<file path="config.mk">
export PLATFORM = sky130hd
export DESIGN_NAME = wbdbgbus_host
export DESIGN_NICKNAME = d
export VERILOG_FILES = /design/src/rtl/wbdbgbus_host.sv
export SDC_FILE = /design/constraint.sdc
export NUM_CORES = 1
export LEC_CHECK = 0
export ABC_CLOCK_PERIOD_IN_PS = 2400
export CORE_MARGIN = 2
export CORE_UTILIZATION = 40
export CTS_CLUSTER_DIAMETER = 40
export DETAILED_ROUTE_END_ITERATION = 7
export PLACE_DENSITY_LB_ADDON = 0.25
export SYNTH_ARGS = -nofsm -noshare
export SYNTH_HDL_FRONTEND = slang
export SYNTH_HIERARCHICAL = 1
export SYNTH_SLANG_ARGS = --single-unit
export TNS_END_PERCENT = 1
</file>
<file path="constraint.sdc">
create_clock -name i_clk -period 2.4 [get_ports i_clk]
set_input_delay 0.24 -clock i_clk [delete_from_list [all_inputs] [get_ports i_clk]]
set_output_delay 0.24 -clock i_clk [all_outputs]
set_load 0.02 [all_outputs]
</file>
<file path="src/rtl/wbdbgbus_host.sv">
// Host side of the UART Wishbone debug bus: frames 36-bit commands
// into 5 UART bytes and decodes 5-byte responses and interrupt frames.

module uart_tx #(
  parameter int CLK_FREQ  = 25000000,
  parameter int UART_BAUD = 9600
) (
  input  logic       i_clk,
  input  logic [7:0] i_data,
  input  logic       i_valid,
  output logic       o_ready,
  output logic       o_tx
);
  localparam int CPB = CLK_FREQ / UART_BAUD;
  localparam int CW  = $clog2(CPB) + 1;
  localparam logic [CW-1:0] FULL = CW'(CPB - 1);

  logic          busy;
  logic          line_n;
  logic [CW-1:0] cnt;
  logic [3:0]    bitn;
  logic [8:0]    shr;

  // Line is stored inverted so an all-zero power-up state idles high.
  assign o_tx    = ~line_n;
  assign o_ready = ~busy;

  always_ff @(posedge i_clk) begin
    if (!busy) begin
      if (i_valid) begin
        busy   <= 1'b1;
        shr    <= {1'b1, i_data};
        line_n <= 1'b1;
        cnt    <= '0;
        bitn   <= '0;
      end
    end else if (cnt == FULL) begin
      cnt <= '0;
      if (bitn == 4'd9) begin
        busy <= 1'b0;
      end else begin
        line_n <= ~shr[0];
        shr    <= {1'b1, shr[8:1]};
        bitn   <= bitn + 4'd1;
      end
    end else begin
      cnt <= cnt + 1'b1;
    end
  end
endmodule

module uart_rx #(
  parameter int CLK_FREQ  = 25000000,
  parameter int UART_BAUD = 9600
) (
  input  logic       i_clk,
  input  logic       i_rx,
  output logic [7:0] o_data,
  output logic       o_valid
);
  localparam int CPB = CLK_FREQ / UART_BAUD;
  localparam int CW  = $clog2(CPB) + 1;
  localparam logic [CW-1:0] FULL = CW'(CPB - 1);
  localparam logic [CW-1:0] HALF = CW'(CPB / 2 - 1);

  logic [1:0]    sync_n;
  logic          line_lo;
  logic          busy;
  logic [CW-1:0] cnt;
  logic [3:0]    bitn;
  logic [7:0]    shr;

  assign line_lo = sync_n[1];

  always_ff @(posedge i_clk) begin
    sync_n  <= {sync_n[0], ~i_rx};
    o_valid <= 1'b0;
    if (!busy) begin
      if (line_lo) begin
        busy <= 1'b1;
        cnt  <= '0;
        bitn <= '0;
      end
    end else if (bitn == 4'd0) begin
      if (cnt == HALF) begin
        cnt <= '0;
        if (line_lo) bitn <= 4'd1;
        else         busy <= 1'b0;
      end else begin
        cnt <= cnt + 1'b1;
      end
    end else if (cnt == FULL) begin
      cnt <= '0;
      if (bitn == 4'd9) begin
        busy    <= 1'b0;
        o_valid <= ~line_lo;
        o_data  <= shr;
      end else begin
        shr  <= {~line_lo, shr[7:1]};
        bitn <= bitn + 4'd1;
      end
    end else begin
      cnt <= cnt + 1'b1;
    end
  end
endmodule

module wbdbgbus_host #(
  parameter int CLK_FREQ  = 25000000,
  parameter int UART_BAUD = 9600,
  parameter int DROP_CLKS = 2500000
) (
  input  logic        i_clk,
  input  logic        i_rst,
  output logic        o_tx,
  input  logic        i_rx,
  input  logic        i_cmd_valid,
  output logic        o_cmd_ready,
  input  logic [35:0] i_cmd_data,
  input  logic        i_cmd_reset,
  output logic        o_resp_valid,
  output logic [35:0] o_resp_data,
  output logic [3:0]  o_interrupt,
  output logic        o_frame_dropped
);
  localparam int TW = $clog2(DROP_CLKS) + 1;
  localparam logic [TW-1:0] DROP = TW'(DROP_CLKS);

  typedef enum logic {IDLE, SEND} tx_state_t;

  tx_state_t   state;
  logic [2:0]  idx;
  logic [35:0] cmd;
  logic [7:0]  tx_byte;
  logic        tx_valid;
  logic        tx_ready;
  logic [7:0]  cur_byte;

  logic [7:0]  rx_byte;
  logic        rx_valid;
  logic [2:0]  rcnt;
  logic [27:0] rbuf;
  logic [35:0] frame;
  logic [TW-1:0] tmr;

  uart_tx #(
    .CLK_FREQ (CLK_FREQ),
    .UART_BAUD(UART_BAUD)
  ) u_tx (
    .i_clk  (i_clk),
    .i_data (tx_byte),
    .i_valid(tx_valid),
    .o_ready(tx_ready),
    .o_tx   (o_tx)
  );

  uart_rx #(
    .CLK_FREQ (CLK_FREQ),
    .UART_BAUD(UART_BAUD)
  ) u_rx (
    .i_clk  (i_clk),
    .i_rx   (i_rx),
    .o_data (rx_byte),
    .o_valid(rx_valid)
  );

  always_comb begin
    cur_byte = cmd[7:0];
    case (idx)
      3'd0:    cur_byte = {4'b0000, cmd[35:32]};
      3'd1:    cur_byte = cmd[31:24];
      3'd2:    cur_byte = cmd[23:16];
      3'd3:    cur_byte = cmd[15:8];
      default: cur_byte = cmd[7:0];
    endcase
  end

  always_ff @(posedge i_clk) begin
    if (i_rst) begin
      state       <= IDLE;
      idx         <= '0;
      cmd         <= '0;
      tx_byte     <= '0;
      tx_valid    <= 1'b0;
      o_cmd_ready <= 1'b0;
    end else begin
      tx_valid <= 1'b0;
      unique case (state)
        IDLE: begin
          o_cmd_ready <= 1'b1;
          if (o_cmd_ready && (i_cmd_reset || i_cmd_valid)) begin
            cmd         <= i_cmd_reset ? 36'hF_0000_0000 : i_cmd_data;
            idx         <= '0;
            state       <= SEND;
            o_cmd_ready <= 1'b0;
          end
        end
        SEND: begin
          // idx==5 is the cycle byte 4 sits on uart_tx's input
          if (idx == 3'd5) begin
            state       <= IDLE;
            o_cmd_ready <= 1'b1;
          end else if (tx_ready && !tx_valid) begin
            tx_valid <= 1'b1;
            tx_byte  <= cur_byte;
            idx      <= idx + 3'd1;
          end
        end
      endcase
    end
  end

  // Byte0's upper nibble falls off the top of the 36-bit frame.
  assign frame = {rbuf, rx_byte};

  always_ff @(posedge i_clk) begin
    if (i_rst) begin
      rcnt            <= '0;
      rbuf            <= '0;
      tmr             <= DROP;
      o_resp_valid    <= 1'b0;
      o_resp_data     <= '0;
      o_interrupt     <= '0;
      o_frame_dropped <= 1'b0;
    end else begin
      o_resp_valid    <= 1'b0;
      o_interrupt     <= '0;
      o_frame_dropped <= 1'b0;
      if (rx_valid) begin
        tmr <= DROP;
        if (rcnt == 3'd4) begin
          rcnt <= '0;
          if (frame[35:34] == 2'b10) begin
            o_interrupt <= 4'b0001 << frame[33:32];
          end else begin
            o_resp_data  <= frame;
            o_resp_valid <= 1'b1;
          end
        end else begin
          rcnt <= rcnt + 3'd1;
          rbuf <= {rbuf[19:0], rx_byte};
        end
      end else if (rcnt != 3'd0) begin
        if (tmr == TW'(1)) begin
          rcnt            <= '0;
          tmr             <= DROP;
          o_frame_dropped <= 1'b1;
        end else begin
          tmr <= tmr - 1'b1;
        end
      end
    end
  end
endmodule

</file>
Word-level counts from Yosys, hierarchy flattened. Cells that the tools add are included.

Flip-flop bits (word level): 211. Bits of input ports: 41. Output and inout bits: 44. Logic and storage cells: 154.

Add/sub/neg operators: 7. Equality and inequality tests: 22. Shifts and indexed selects: 1. Muxes and demuxes: 57. Bitwise gates (word level): 15. Reductions and logical operators: 27.

Operators with widths (count): $mux 13 (8); $mux 4 (11); $mux 36 (1); $mux 9 (4); $pmux 8 s4 (1); $add 13x1->13 const B (2); $eq 13x12->1 const B (2); $eq 23x1->1 const B (1); $mux 23 (1); $sub 23x1->23 const B (1); $mux 1 (21); $mux 3 (7); $not 1->1 (15); $eq 13x11->1 const B (1); $reduce_and 3->1 (4); $ne 3x3->1 const B (3); $reduce_or 3->1 (3); $add 4x1->4 const B (2); $eq 4x4->1 const B (2); $ne 2x2->1 const B (4); $reduce_and 4->1 (2); $reduce_bool 2->1 (4); $reduce_or 4->1 (2); $add 3x1->3 const B (2); other kinds (17) (25).

Depth between registers and ports, before layout. Gate-level depths: netlist of the first run.

Depth after elaboration: 5. Gate-level depth with buffers: 8. Depth with buffers taken out: 6.

By module. Netlist of the first run, hierarchy kept.

By module, submodules not included: wbdbgbus_host (times used 1, cells an instance 695, area an instance 5764.3 µm², sequential area each 2922.8 µm²); uart_rx (times used 1, cells an instance 129, area an instance 1641.6 µm², sequential area each 1071.0 µm²); uart_tx (times used 1, cells an instance 105, area an instance 1385.1 µm², sequential area each 800.8 µm²).

Worst setup path before layout of the first run. OpenSTA, ideal clock, no wires.

Path kind: reg-to-reg. Start: register u_tx.cnt[4]. End: register u_tx.bitn[0] (enable). Library setup time: 381 ps. Arrival time: 1945 ps. Required time: 2019 ps. Path slack: 74 ps. Cell stages (with the launch flop): 4. Path buffers: 0. Clock period less this slack: 2326 ps. Cells stage by stage: edfxtp_1 -> or4_4 -> o31ai_4 -> nor3b_2.

Longest elaborated chain between the ends: 3.

Ends and longest elaborated chain: from (decl) (RTL line 20) `logic [CW-1:0] cnt;`; from (signal assigned) (RTL line 47) `cnt <= cnt + 1'b1;`; $eq 13x12->1 (RTL line 37) `end else if (cnt == FULL) begin`; $ne 2x2->1 (no source line); $reduce_and 3->1 (no source line); to (signal assigned) (RTL line 44) `bitn <= bitn + 4'd1;`; to (decl) (RTL line 21) `logic [3:0] bitn;`.

Every way passes these cells. A chain may end at the register's enable or synchronous reset.

Worst setup path after layout of the first run.
Start: register rcnt[0]. End: register tmr[21].

Longest elaborated chain between the ends: 1.

Ends and longest elaborated chain: from (decl) (RTL line 141) `logic [2:0] rcnt;`; from (signal assigned) (RTL line 240) `rcnt <= rcnt + 3'd1;`; $reduce_bool 3->1 (RTL line 243) `end else if (rcnt != 3'd0) begin`; to (signal assigned) (RTL line 249) `tmr <= tmr - 1'b1;`; to (decl) (RTL line 144) `logic [TW-1:0] tmr;`.

Every way passes these cells.

==> results.md, run 1 <==
- Status: finished clean
- Cell row count: 54
- Depth of the CTS H-tree: 1
- Die X: 152 um
- Count of mapped cells out of synthesis: 929
- Share of power burned in the clock network: 47.5%
- Non-filler cells in the finished layout: 1320
- Average via count per standard cell: 5.12
- Signal arrival time at the worst endpoint: 2.62 ns
- Crit path to: tmr[21]$_SDFFE_PP1P_
- LEAKAGE: 0.00371 uW
- Timing-limited maximum frequency: 456 MHz
- Share of flip-flops with an asynchronous set or reset after synthesis: 0%
- Largest area contributor in the synthesized netlist: sky130_fd_sc_hd__dfxtp_1
- HPWL reported at the end of detailed placement: 13000 um
- Layout Nets: 1073
- Sw power: 2270 uW
- Max Root-Sink Buffers: 3
- Total inserted antenna cells: 0
- Final Cycle Share: 91.4%
- Port-buffer cells: 84
- Number of antenna violations at the first check in global routing: 0
- Clock insertion delay at the later pin of the skew report: 0.54 ns
- Wire length of the first global-routing pass: 32500 um
- Total setup violations reported at the end of the flow: 0
- Share of the synthesized area in the top cell type: 34.4%
- Post-route antenna net violation count: 0
- Number of optimization iterations in the first detailed-route pass: 5
- Post-route minimum period: 2.19 ns
- Post-Synthesis Cell Area: 0.00879 mm^2
- Number of buffers added by the clock tree synthesis step: 31
- Count of different cell masters after synthesis: 62
- Placed Cells: 1262
- Final total negative setup slack: 0 ns
- List of most frequent post-synthesis cells: 187 x sky130_fd_sc_hd__nand2_1, 151 x sky130_fd_sc_hd__dfxtp_1, 116 x sky130_fd_sc_hd__a21oi_1
- Post-CTS Setup Repair Bufs: 0
- Slew at the pin with the worst max-slew slack: 0.621 ns
- CTS root buf: sky130_fd_sc_hd__clkbuf_16
- Post-cts gate resize count: 0
- Vias in the first global route: 6612
- Layout Skew: 0.00798 ns
- Clock tree from TritonCTS: done
- Setup crit end kind: register
- Data required time of the worst path: 2.82 ns
- Ratio of total power to cell area: 838 mW/mm^2
- Number of enable-type register cells in the synthesized netlist: 59
- Number of primary I/O pins: 85
- Core outline area: 0.0217 mm^2
- Net switching share of the total power: 24.7%
- All-Layer GR Usage: 16.3%
- Part of the Yosys area used for sequential elements: 54.5%
- Detail-routed net length per standard cell: 14.6 um
- Category of the most critical setup path: reg -> reg
- Net count of the mapped netlist: 987
- Routability-driven placement congestion ratio: 0.781
- Flip-flop and latch area: 0.00479 mm^2
- Max-capacitance violation count: 0
- Number of warnings issued by yosys: 6
- Unrepaired setup endpoints after global routing: false
- Tightest slew margin relative to the limit: 58.4%
- Number of synthesized register bits: 210
- Reg2Reg Launch Point: rcnt[0]$_SDFFE_PP0P_
- Layout overhead on the synthesized area: 24.8%
- Cell types occupying the most area after synthesis: sky130_fd_sc_hd__dfxtp_1 34%, sky130_fd_sc_hd__edfxtp_1 20%, sky130_fd_sc_hd__nand2_1 8.0%, sky130_fd_sc_hd__a21oi_1 6.6%, sky130_fd_sc_hd__nand3b_1 3.0%
- Detailed-route DRC error count: 0
- Maximum number of pins on one net before global-route repair: 45
- Clock Pin Slew Worst Setup and Hold Paths: 0.06 ns
- Register-to-Register Path Depth: 6
- Hold WS: 0.131 ns
- Total count of hold-check failures in the final report: 0
- Clock tree sinks: 210
- Combinational cell fraction of total power: 7.9%
- DR vias: 6764
- Startpoint Class: register
- Worst-path maximum fanout: 12
- Type of the tightest min-delay check: in -> reg
- Quantity of hold-fixing buffers added after cts: 0
- Peak VDD IR: 0.572 mV
- Fraction of layout instances using a drive strength above 1: 11.0%
- Layout Utilization: 50.6%
- Reg-to-reg critical path endpoint: tmr[21]$_SDFFE_PP1P_
- Number of pins exceeding their max-slew limit in the final report: 0
- Routed Wire Length: 19300 um
- Filler Cell Count: 2024
- P_int: 6920 uW
- Die Y-Extent: 152 um
- GRT Residual Overflow: 0
- Initial DRC Count: 311
- Most frequent cell after synthesis: sky130_fd_sc_hd__nand2_1
- Effective utilization at floorplan: 40.5%
- Critical Path Start: rcnt[0]$_SDFFE_PP0P_
- Most instantiated flip-flop cell in the synthesis netlist: sky130_fd_sc_hd__dfxtp_1
- Mean area per synthesized cell: 9.46 um^2
- Minimum setup slack among reg-to-reg paths: 0.21 ns
- Footprint of the multi-input gates: 0.00369 mm^2
- Overall die area: 0.0232 mm^2
- Flop pwr share: 44.6%
==> routing by layer <==
layer / vias to the layer above / GRT usage, % / part of all wire, %
met5: - / 0 / 0
met4: 0 / 3.65 / 1.6
met3: 28 / 2.93 / 3.6
met2: 76 / 27.4 / 48
met1: 3202 / 22.0 / 47
li1: 3458 / - / -
==> area by class of cell <==
type / instances / share of cell area, %
clock inverter: 24 / 2.01
timing repair buffer: 106 / 9.37
tap: 280 / 3.19
inverter: 23 / 0.787
multi-input combinational: 643 / 33.6
sequential: 210 / 43.7
clock buffer: 34 / 7.35
==> logic make-up (layout without fill, tap and decap cells) <==
logic type / after synthesis / in the layout / share of synthesized area (%)
fa+ha+maj: 17 / 17 / 2.42
flops: 210 / 210 / 54.5
xor+xnor: 25 / 25 / 2.49
mux: 8 / 8 / 1.01
buf+inv: 76 / 187 / 3.53
simple gates: 411 / 411 / 23.3
compound gates: 182 / 182 / 12.7
==> worst min-delay path by stage <==
stage,cells past startpoint,to,slack [ns],from
floorplan,1,u_rx/sync_n[0]$_DFF_P_,0.30,i_rx
global placement,0,u_rx/sync_n[1]$_DFF_P_,0.33,u_rx/sync_n[0]$_DFF_P_
detailed placement,0,u_rx/sync_n[1]$_DFF_P_,0.34,u_rx/sync_n[0]$_DFF_P_
CTS,2,o_resp_valid$_SDFF_PP0_,0.10,i_rst
global route,2,cmd[19]$_SDFFE_PP0P_,0.15,i_rst
finish,2,idx[1]$_SDFFE_PP0P_,0.13,i_rst
==> state kept, by name (all words and copies together) (netlist names), 8 cells and up <==
register / count
u_tx/shr: 8
rbuf: 28
u_rx/shr: 8
tmr: 23
cmd: 36
u_rx/o_data: 8
u_tx/cnt: 13
tx_byte: 8
o_resp_data: 36
u_rx/cnt: 13
==> power by group through the flow <==
stage          sequential, uW  clock (uW)  combinational (uW)
4_1_cts                  4100        4460                 735
3_3_place_gp             4160           0                 711
3_5_place_dp             4170           0                 733
5_1_grt                  4130        4640                 808
2_1_floorplan            4110           0                 534
6_report                 4100        4360                 729
==> critical path, stage by stage (launching register included) <==
cell and delay (ns):
sky130_fd_sc_hd__dfxtp_1 0.35, sky130_fd_sc_hd__inv_1 0.07, sky130_fd_sc_hd__ha_1 0.23, sky130_fd_sc_hd__nand2b_1 0.34, sky130_fd_sc_hd__nand3_1 0.40, sky130_fd_sc_hd__o31a_1 0.40, sky130_fd_sc_hd__or3_1 0.30
==> metrics by stage <==
stage	power [uW]	setup slack, ns	area (um^2)
after floorplan	4650	0.0741	8790
after global placement	4870	0.289	9950
after CTS	9300	0.199	11000
after detailed placement	4900	0.209	9950
final	9190	0.206	11000
after global routing	9570	0.0556	11000
==> placed cells by master (no fill, tap or decap), types with 5 or more instances in the layout <==
cell type and instances:
sky130_fd_sc_hd__buf_4 21, sky130_fd_sc_hd__nand2_1 187, sky130_fd_sc_hd__a21oi_1 116, sky130_fd_sc_hd__or4_1 9, sky130_fd_sc_hd__nor3_1 22, sky130_fd_sc_hd__o31ai_1 12
sky130_fd_sc_hd__xnor2_1 13, sky130_fd_sc_hd__nor2_2 5, sky130_fd_sc_hd__a211oi_1 10, sky130_fd_sc_hd__xor2_1 12, sky130_fd_sc_hd__or3_1 12, sky130_fd_sc_hd__nor2_1 58
sky130_fd_sc_hd__a21oi_2 5, sky130_fd_sc_hd__inv_6 6, sky130_fd_sc_hd__inv_1 23, sky130_fd_sc_hd__nand3_1 22, sky130_fd_sc_hd__mux2_2 7, sky130_fd_sc_hd__nand4_1 11
sky130_fd_sc_hd__nor4_1 10, sky130_fd_sc_hd__o21ai_0 12, sky130_fd_sc_hd__ha_1 17, sky130_fd_sc_hd__a222oi_1 8, sky130_fd_sc_hd__edfxtp_1 59, sky130_fd_sc_hd__clkdlybuf4s50_1 83
sky130_fd_sc_hd__dfxtp_1 151, sky130_fd_sc_hd__nand3b_1 35, sky130_fd_sc_hd__clkbuf_16 31
Power figures use the tool's default switching activity.
==> run 2, diff against run 1 <==
- ABC_CLOCK_PERIOD_IN_PS: 2400 -> 2200
- clock period: 2.4 -> 2.2 ns (I/O delays scaled with it)
==> results.md, run 2 (synthesis gave the netlist of run 1 again) <==
- Reg-to-reg critical path endpoint: tmr[14]$_SDFFE_PP0P_
- Die X: 152 um (unchanged)
- HPWL reported at the end of detailed placement: 12800 um (-1.4%)
- Overall die area: 0.0232 mm^2 (unchanged)
- Die Y-Extent: 152 um (unchanged)
- Number of pins exceeding their max-slew limit in the final report: 0 (unchanged)
- Routed Wire Length: 19000 um (-1.8%)
- Number of buffers added by the clock tree synthesis step: 29 (-6.5%)
- Clock tree sinks: 210 (unchanged)
- Data required time of the worst path: 2.65 ns (-0.17 ns)
- Post-cts gate resize count: 0 (unchanged)
- Average via count per standard cell: 5.08 (-0.88%)
- Setup crit end kind: register
- Status: finished clean
- Number of primary I/O pins: 85 (unchanged)
- Post-route antenna net violation count: 0 (unchanged)
- LEAKAGE: 0.00370 uW (-0.22%)
- Total inserted antenna cells: 0 (unchanged)
- Timing-limited maximum frequency: 472 MHz (+3.5%)
- Footprint of the multi-input gates: 0.00369 mm^2 (+0.17%)
- Ratio of total power to cell area: 897 mW/mm^2 (+7.0%)
- DR vias: 6720 (-0.65%)
- Cell row count: 54 (unchanged)
- Max Root-Sink Buffers: 3 (unchanged)
- Non-filler cells in the finished layout: 1323 (+0.23%)
- Final total negative setup slack: 0 ns (unchanged)
- Critical Path Start: tmr[8]$_SDFFE_PP1P_
- Quantity of hold-fixing buffers added after cts: 0 (unchanged)
- Filler Cell Count: 2001 (-1.1%)
- Most used cells in the layout excluding fill and tap cells: 187 x sky130_fd_sc_hd__nand2_1, 151 x sky130_fd_sc_hd__dfxtp_1, 116 x sky130_fd_sc_hd__a21oi_1
- Layout overhead on the synthesized area: 24.9% (about the same)
- Largest registers: cmd: 36 flops, o_resp_data: 36 flops, rbuf: 28 flops
- Final Cycle Share: 96.3% (+4.9 points)
- Total count of hold-check failures in the final report: 0 (unchanged)
- Clock tree from TritonCTS: done
- Tightest slew margin relative to the limit: 57.6% (-0.82 points)
- Worst Hold Path EP: o_resp_data[0]$_SDFFE_PP0P_
- Depth of the CTS H-tree: 1 (unchanged)
- Peak VDD IR: 0.732 mV (+28%)
- Total setup violations reported at the end of the flow: 0 (unchanged)
- GRT Residual Overflow: 0 (unchanged)
- Flip-flop and latch area: 0.00479 mm^2 (unchanged)
- Initial DRC Count: 389 (+25%)
- Layout Skew: 0.0230 ns (+0.0151 ns)
- Layout Nets: 1079 (+0.56%)
- Effective utilization at floorplan: 40.5% (unchanged)
- Clock insertion delay at the later pin of the skew report: 0.54 ns (about the same)
- Reg2Reg Launch Point: tmr[8]$_SDFFE_PP1P_
- Hold Path Stages: 2 (unchanged)
- Wire length of the first global-routing pass: 31900 um (-1.7%)
- Clock Pin Slew Worst Setup and Hold Paths: 0.06 ns (about the same)
- Maximum number of pins on one net before global-route repair: 51 (+13%)
- Register-to-Register Path Depth: 5 (-1)
- Critical path cell sequence: nor4_1, nand3b_1, buf_4, or4_1, a21oi_1
- Max-capacitance violation count: 0 (unchanged)
- Origin of the worst min-delay path: i_rst
- Slew at the pin with the worst max-slew slack: 0.633 ns (+0.0123 ns)
- Type of the tightest min-delay check: in -> reg
- Post-CTS Setup Repair Bufs: 0 (unchanged)
- Minimum setup slack among reg-to-reg paths: 0.08 ns (-0.13 ns)
- Critical-path cell with the highest stage delay: sky130_fd_sc_hd__nor4_1
- Most common cell after layout, fill and taps aside: sky130_fd_sc_hd__nand2_1
- Detailed-route DRC error count: 0 (unchanged)
- Fraction of layout instances using a drive strength above 1: 11.2% (+0.26 points)
- Placed Cells: 1270 (+0.63%)
- Unrepaired setup endpoints after global routing: false
- Detail-routed net length per standard cell: 14.3 um (-2.0%)
- Number of optimization iterations in the first detailed-route pass: 5 (unchanged)
- Signal arrival time at the worst endpoint: 2.57 ns (-0.05 ns)
- Delay contributed by the slowest stage of the critical path: 0.54 ns (+0.14 ns)
- Startpoint Class: register
- Post-route minimum period: 2.12 ns (-0.0748 ns)
- Category of the most critical setup path: reg -> reg
- All-Layer GR Usage: 16.1% (-0.20 points)
- Core outline area: 0.0217 mm^2 (unchanged)
- Port-buffer cells: 84 (unchanged)
- Vias in the first global route: 6503 (-1.6%)
- Routability-driven placement congestion ratio: 0.793 (+1.6%)
- CTS root buf: sky130_fd_sc_hd__clkbuf_16
- Number of antenna violations at the first check in global routing: 0 (unchanged)
- Worst-path maximum fanout: 6 (-6)
## run 2: layout make-up
cell class | instances | share of cell area (%)
clock buffer | 36 | 7.42
multi-input combinational | 643 | 33.6
timing repair buffer | 114 | 9.80
sequential | 210 | 43.7
tap | 280 | 3.19
inverter | 23 | 0.786
clock inverter | 17 | 1.49
## run 2: metrics by stage
| stage | hold WS (ns) | utilization, % | cell area (um^2) | power [uW] | setup slack, ns |
|---|---|---|---|---|---|
| CTS | 0.0888 | 50.6 | 11000 | 9960 | 0.119 |
| detailed placement | 0.316 | 46.1 | 10000 | 5350 | 0.138 |
| global route | 0.115 | 50.6 | 11000 | 10300 | 0.00541 |
| finish | 0.101 | 50.6 | 11000 | 9840 | 0.0807 |
| floorplan | 0.277 | - | 8800 | 5070 | 0.0248 |
| global placement | 0.311 | 46.1 | 10000 | 5320 | 0.210 |
## run 2: worst max-delay path, delay by kind of cell (launching register included)
kind | cells | cell delay [ns]
compound gates | 1 | 0.15
simple gates | 3 | 1.31
flops | 1 | 0.35
buf+inv | 1 | 0.24
## run 2: report_power, final
part / switching [uW] / internal (uW)
combinational: 436 / 376
clock: 1700 / 2870
sequential: 197 / 4260
total: 2340 / 7500
## run 2: how the worst max path moves through the flow
| stage | to | slack [ns] | depth (start not counted) |
|---|---|---|---|
| final | tmr[14]$_SDFFE_PP0P_ | 0.08 | 5 |
| after CTS | tmr[14]$_SDFFE_PP0P_ | 0.12 | 5 |
| after detailed placement | tmr[14]$_SDFFE_PP0P_ | 0.14 | 5 |
| after global routing | tx_byte[2]$_SDFFE_PP0P_ | 0.005 | 6 |
| after floorplan | u_tx/bitn[0]$_SDFFCE_PN0P_ | 0.02 | 3 |
| after global placement | tmr[14]$_SDFFE_PP0P_ | 0.21 | 5 |
## run 2: metal layers
layer / wire length, um / global-route usage, % / share of wire [%] / vias up
met2: 8770 / 26.8 / 46 / 95
met3: 654 / 2.73 / 3.5 / 31
met4: 395 / 4.36 / 2.1 / 0
met1: 9140 / 21.8 / 48 / 3138
met5: 0 / 0 / 0 / -
li1: - / - / - / 3456
==> run 3, diff against run 2 <==
- ABC_CLOCK_PERIOD_IN_PS: 2200 -> 2100
- CTS_CLUSTER_DIAMETER: 40 -> unset
- clock period: 2.2 -> 2.1 ns (I/O delays scaled with it)
==> results.md, run 3 (synthesis gave the netlist of run 1 again) <==
- Type of the tightest min-delay check: in -> reg
- Post-CTS Setup Repair Bufs: 0 (unchanged)
- Quantity of hold-fixing buffers added after cts: 0 (unchanged)
- Layout Skew: 0.0153 ns (-0.00772 ns)
- P_int: 7160 uW (-4.7%)
- Number of optimization iterations in the first detailed-route pass: 5 (unchanged)
- Total routed wire length on the met1 layer: 8930 um (-2.3%)
- Placed Cells: 1277 (+0.55%)
- Signal arrival time at the worst endpoint: 2.10 ns (-0.47 ns)
- Clock Pin Slew Worst Setup and Hold Paths: 0.06 ns (about the same)
- Minimum setup slack among reg-to-reg paths: 0.13 ns (+0.05 ns)
- Detailed-route DRC error count: 0 (unchanged)
- Number of primary I/O pins: 85 (unchanged)
- Peak VDD IR: 0.674 mV (-7.9%)
- Number of antenna violations at the first check in global routing: 0 (unchanged)
- Clock tree from TritonCTS: done
- All-Layer GR Usage: 16.0% (-0.088 points)
- HPWL reported at the end of detailed placement: 12900 um (+0.93%)
- Layout Nets: 1080 (+0.093%)
- Net switching share of the total power: 23.8% (about the same)
- Core outline area: 0.0217 mm^2 (unchanged)
- Effective utilization at floorplan: 40.5% (unchanged)
- Slew at the pin with the worst max-slew slack: 0.700 ns (+0.0662 ns)
- Unrepaired setup endpoints after global routing: false
- Sw power: 2230 uW (-4.6%)
- Number of buffers added by the clock tree synthesis step: 23 (-21%)
- Category of the most critical setup path: reg -> reg
- DR vias: 6756 (+0.54%)
- Layout overhead on the synthesized area: 23.4%
- Startpoint Class: register
- Total count of hold-check failures in the final report: 0 (unchanged)
- Die Y-Extent: 152 um (unchanged)
- Vias in the first global route: 6478 (-0.38%)
- Non-filler cells in the finished layout: 1319 (-0.30%)
- Most used cells in the layout excluding fill and tap cells: 187 x sky130_fd_sc_hd__nand2_1, 151 x sky130_fd_sc_hd__dfxtp_1, 116 x sky130_fd_sc_hd__a21oi_1
- Timing-limited maximum frequency: 507 MHz (+7.4%)
- Routed Wire Length: 18900 um (about the same)
- Buffers plus inverters on the worst setup path: 1 (unchanged)
- Ratio of total power to cell area: 865 mW/mm^2 (-3.5%)
- Worst-path maximum fanout: 8 (+2)
- Clock tree sinks: 210 (unchanged)
- Total setup violations reported at the end of the flow: 0 (unchanged)
- Data required time of the worst path: 2.23 ns (-0.42 ns)
- Routability-driven placement congestion ratio: 0.764 (-3.7%)
- Delay contributed by the slowest stage of the critical path: 0.50 ns (-0.04 ns)
- Top Metal Used: met4
- Cell row count: 54 (unchanged)
- Post-route minimum period: 1.97 ns (-0.146 ns)
- Average via count per standard cell: 5.12 (+0.84%)
- CTS root buf: sky130_fd_sc_hd__clkbuf_16
- Length of routed met2 wiring: 9020 um (+2.9%)
- Max-capacitance violation count: 0 (unchanged)
- Number of pins exceeding their max-slew limit in the final report: 0 (unchanged)
- Length of routed met3 wiring: 668 um (+2.1%)
- Final Cycle Share: 94.0% (-2.4 points)
- Family with the most delay on the worst path: simple AND/OR/NAND/NOR gates
- Flop pwr share: 49.7% (+4.5 points)
- Most common cell after layout, fill and taps aside: sky130_fd_sc_hd__nand2_1
- Max Root-Sink Buffers: 3 (unchanged)
- Clock insertion delay at the later pin of the skew report: 0.51 ns (-0.03 ns)
- GRT Residual Overflow: 0 (unchanged)
- Die X: 152 um (unchanged)
- Detail-routed net length per standard cell: 14.4 um (+0.21%)
- Setup crit end kind: register
- Total inserted antenna cells: 0 (unchanged)
- Wire length of the first global-routing pass: 31800 um (-0.37%)
- Tightest slew margin relative to the limit: 53.4% (-4.3 points)
- Combinational cell fraction of total power: 9.3% (+1.0 points)
- LEAKAGE: 0.00365 uW (-1.2%)
- Fraction of layout instances using a drive strength above 1: 10.6% (-0.63 points)
- Critical-path cell with the highest stage delay: sky130_fd_sc_hd__nor2_1
- Status: finished clean
- Overall die area: 0.0232 mm^2 (unchanged)
- Post-cts gate resize count: 0 (unchanged)
- Initial DRC Count: 337 (-13%)
- Share of power burned in the clock network: 41.0% (-5.5 points)
- Critical path cell sequence: inv_1, ha_1, or3b_1, and2_4, nand2_1, nor2_1
- Port-buffer cells: 84 (unchanged)
- Maximum number of pins on one net before global-route repair: 69 (+35%)
- Post-route antenna net violation count: 0 (unchanged)
- Depth of the CTS H-tree: 1 (unchanged)
- Layout Utilization: 50.0% (-0.61 points)
- Largest registers: cmd: 36 flops, o_resp_data: 36 flops, rbuf: 28 flops
run 3: cell types whose count changed in the layout (fill, tap and decap cells not counted), sizes merged:
cell,delta
clkinv,+6
inv,-3
clkinvlp,-5
clkbuf,-9
buf,+7
run 3: path summary, 6_finish.rpt:
check	startpoint	to	cells past startpoint
max	u_rx/bitn[0]$_SDFFCE_PN0P_	u_rx/shr[0]$_DFFE_PP_	6
min	i_rst	o_interrupt[0]$_SDFF_PP0_	3
max reg2reg	u_rx/bitn[0]$_SDFFCE_PN0P_	u_rx/shr[0]$_DFFE_PP_	6
min reg2reg	u_rx/sync_n[0]$_DFF_P_	u_rx/sync_n[1]$_DFF_P_	0
run 3: layer usage:
metal,vias to the layer above,GRT usage [%]
met5,-,0
met4,0,3.34
met3,23,2.65
met2,83,26.6
met1,3177,22.2
li1,3473,-
run 3: power groups by stage:
stage / sequential, uW / clock, uW / combinational, uW
global placement: 4740 / 0 / 865
floorplan: 4700 / 0 / 617
CTS: 4660 / 3960 / 885
finish: 4660 / 3850 / 877
detailed placement: 4750 / 0 / 882
global route: 4700 / 4120 / 973
run 3: worst min-delay path: stages:
cell                     delay (ns)
sky130_fd_sc_hd__buf_4         0.12
sky130_fd_sc_hd__or3_1         0.13
sky130_fd_sc_hd__nor3_1        0.05
run 3: stage by stage:
stage                     setup WS (ns)  area [um^2]  power [uW]  hold WS, ns  TNS [ns]
final                             0.127        10800        9390       0.0431         0
after global routing             0.0171        10800        9790       0.0484         0
after CTS                         0.116        10800        9510       0.0268         0
after detailed placement          0.123        10100        5630        0.328         0
after global placement            0.181        10100        5610        0.318         0
after floorplan               -0.000336         8800        5320        0.267  -0.00436
run 3: cell type report:
type                       count  area, um^2
clock buffer                  27         601
clock inverter                15         120
fill                        2040       10800
inverter                      23        86.3
multi-input combinational    643        3700
sequential                   210        4790
tap                          280         350
timing repair buffer         121        1190
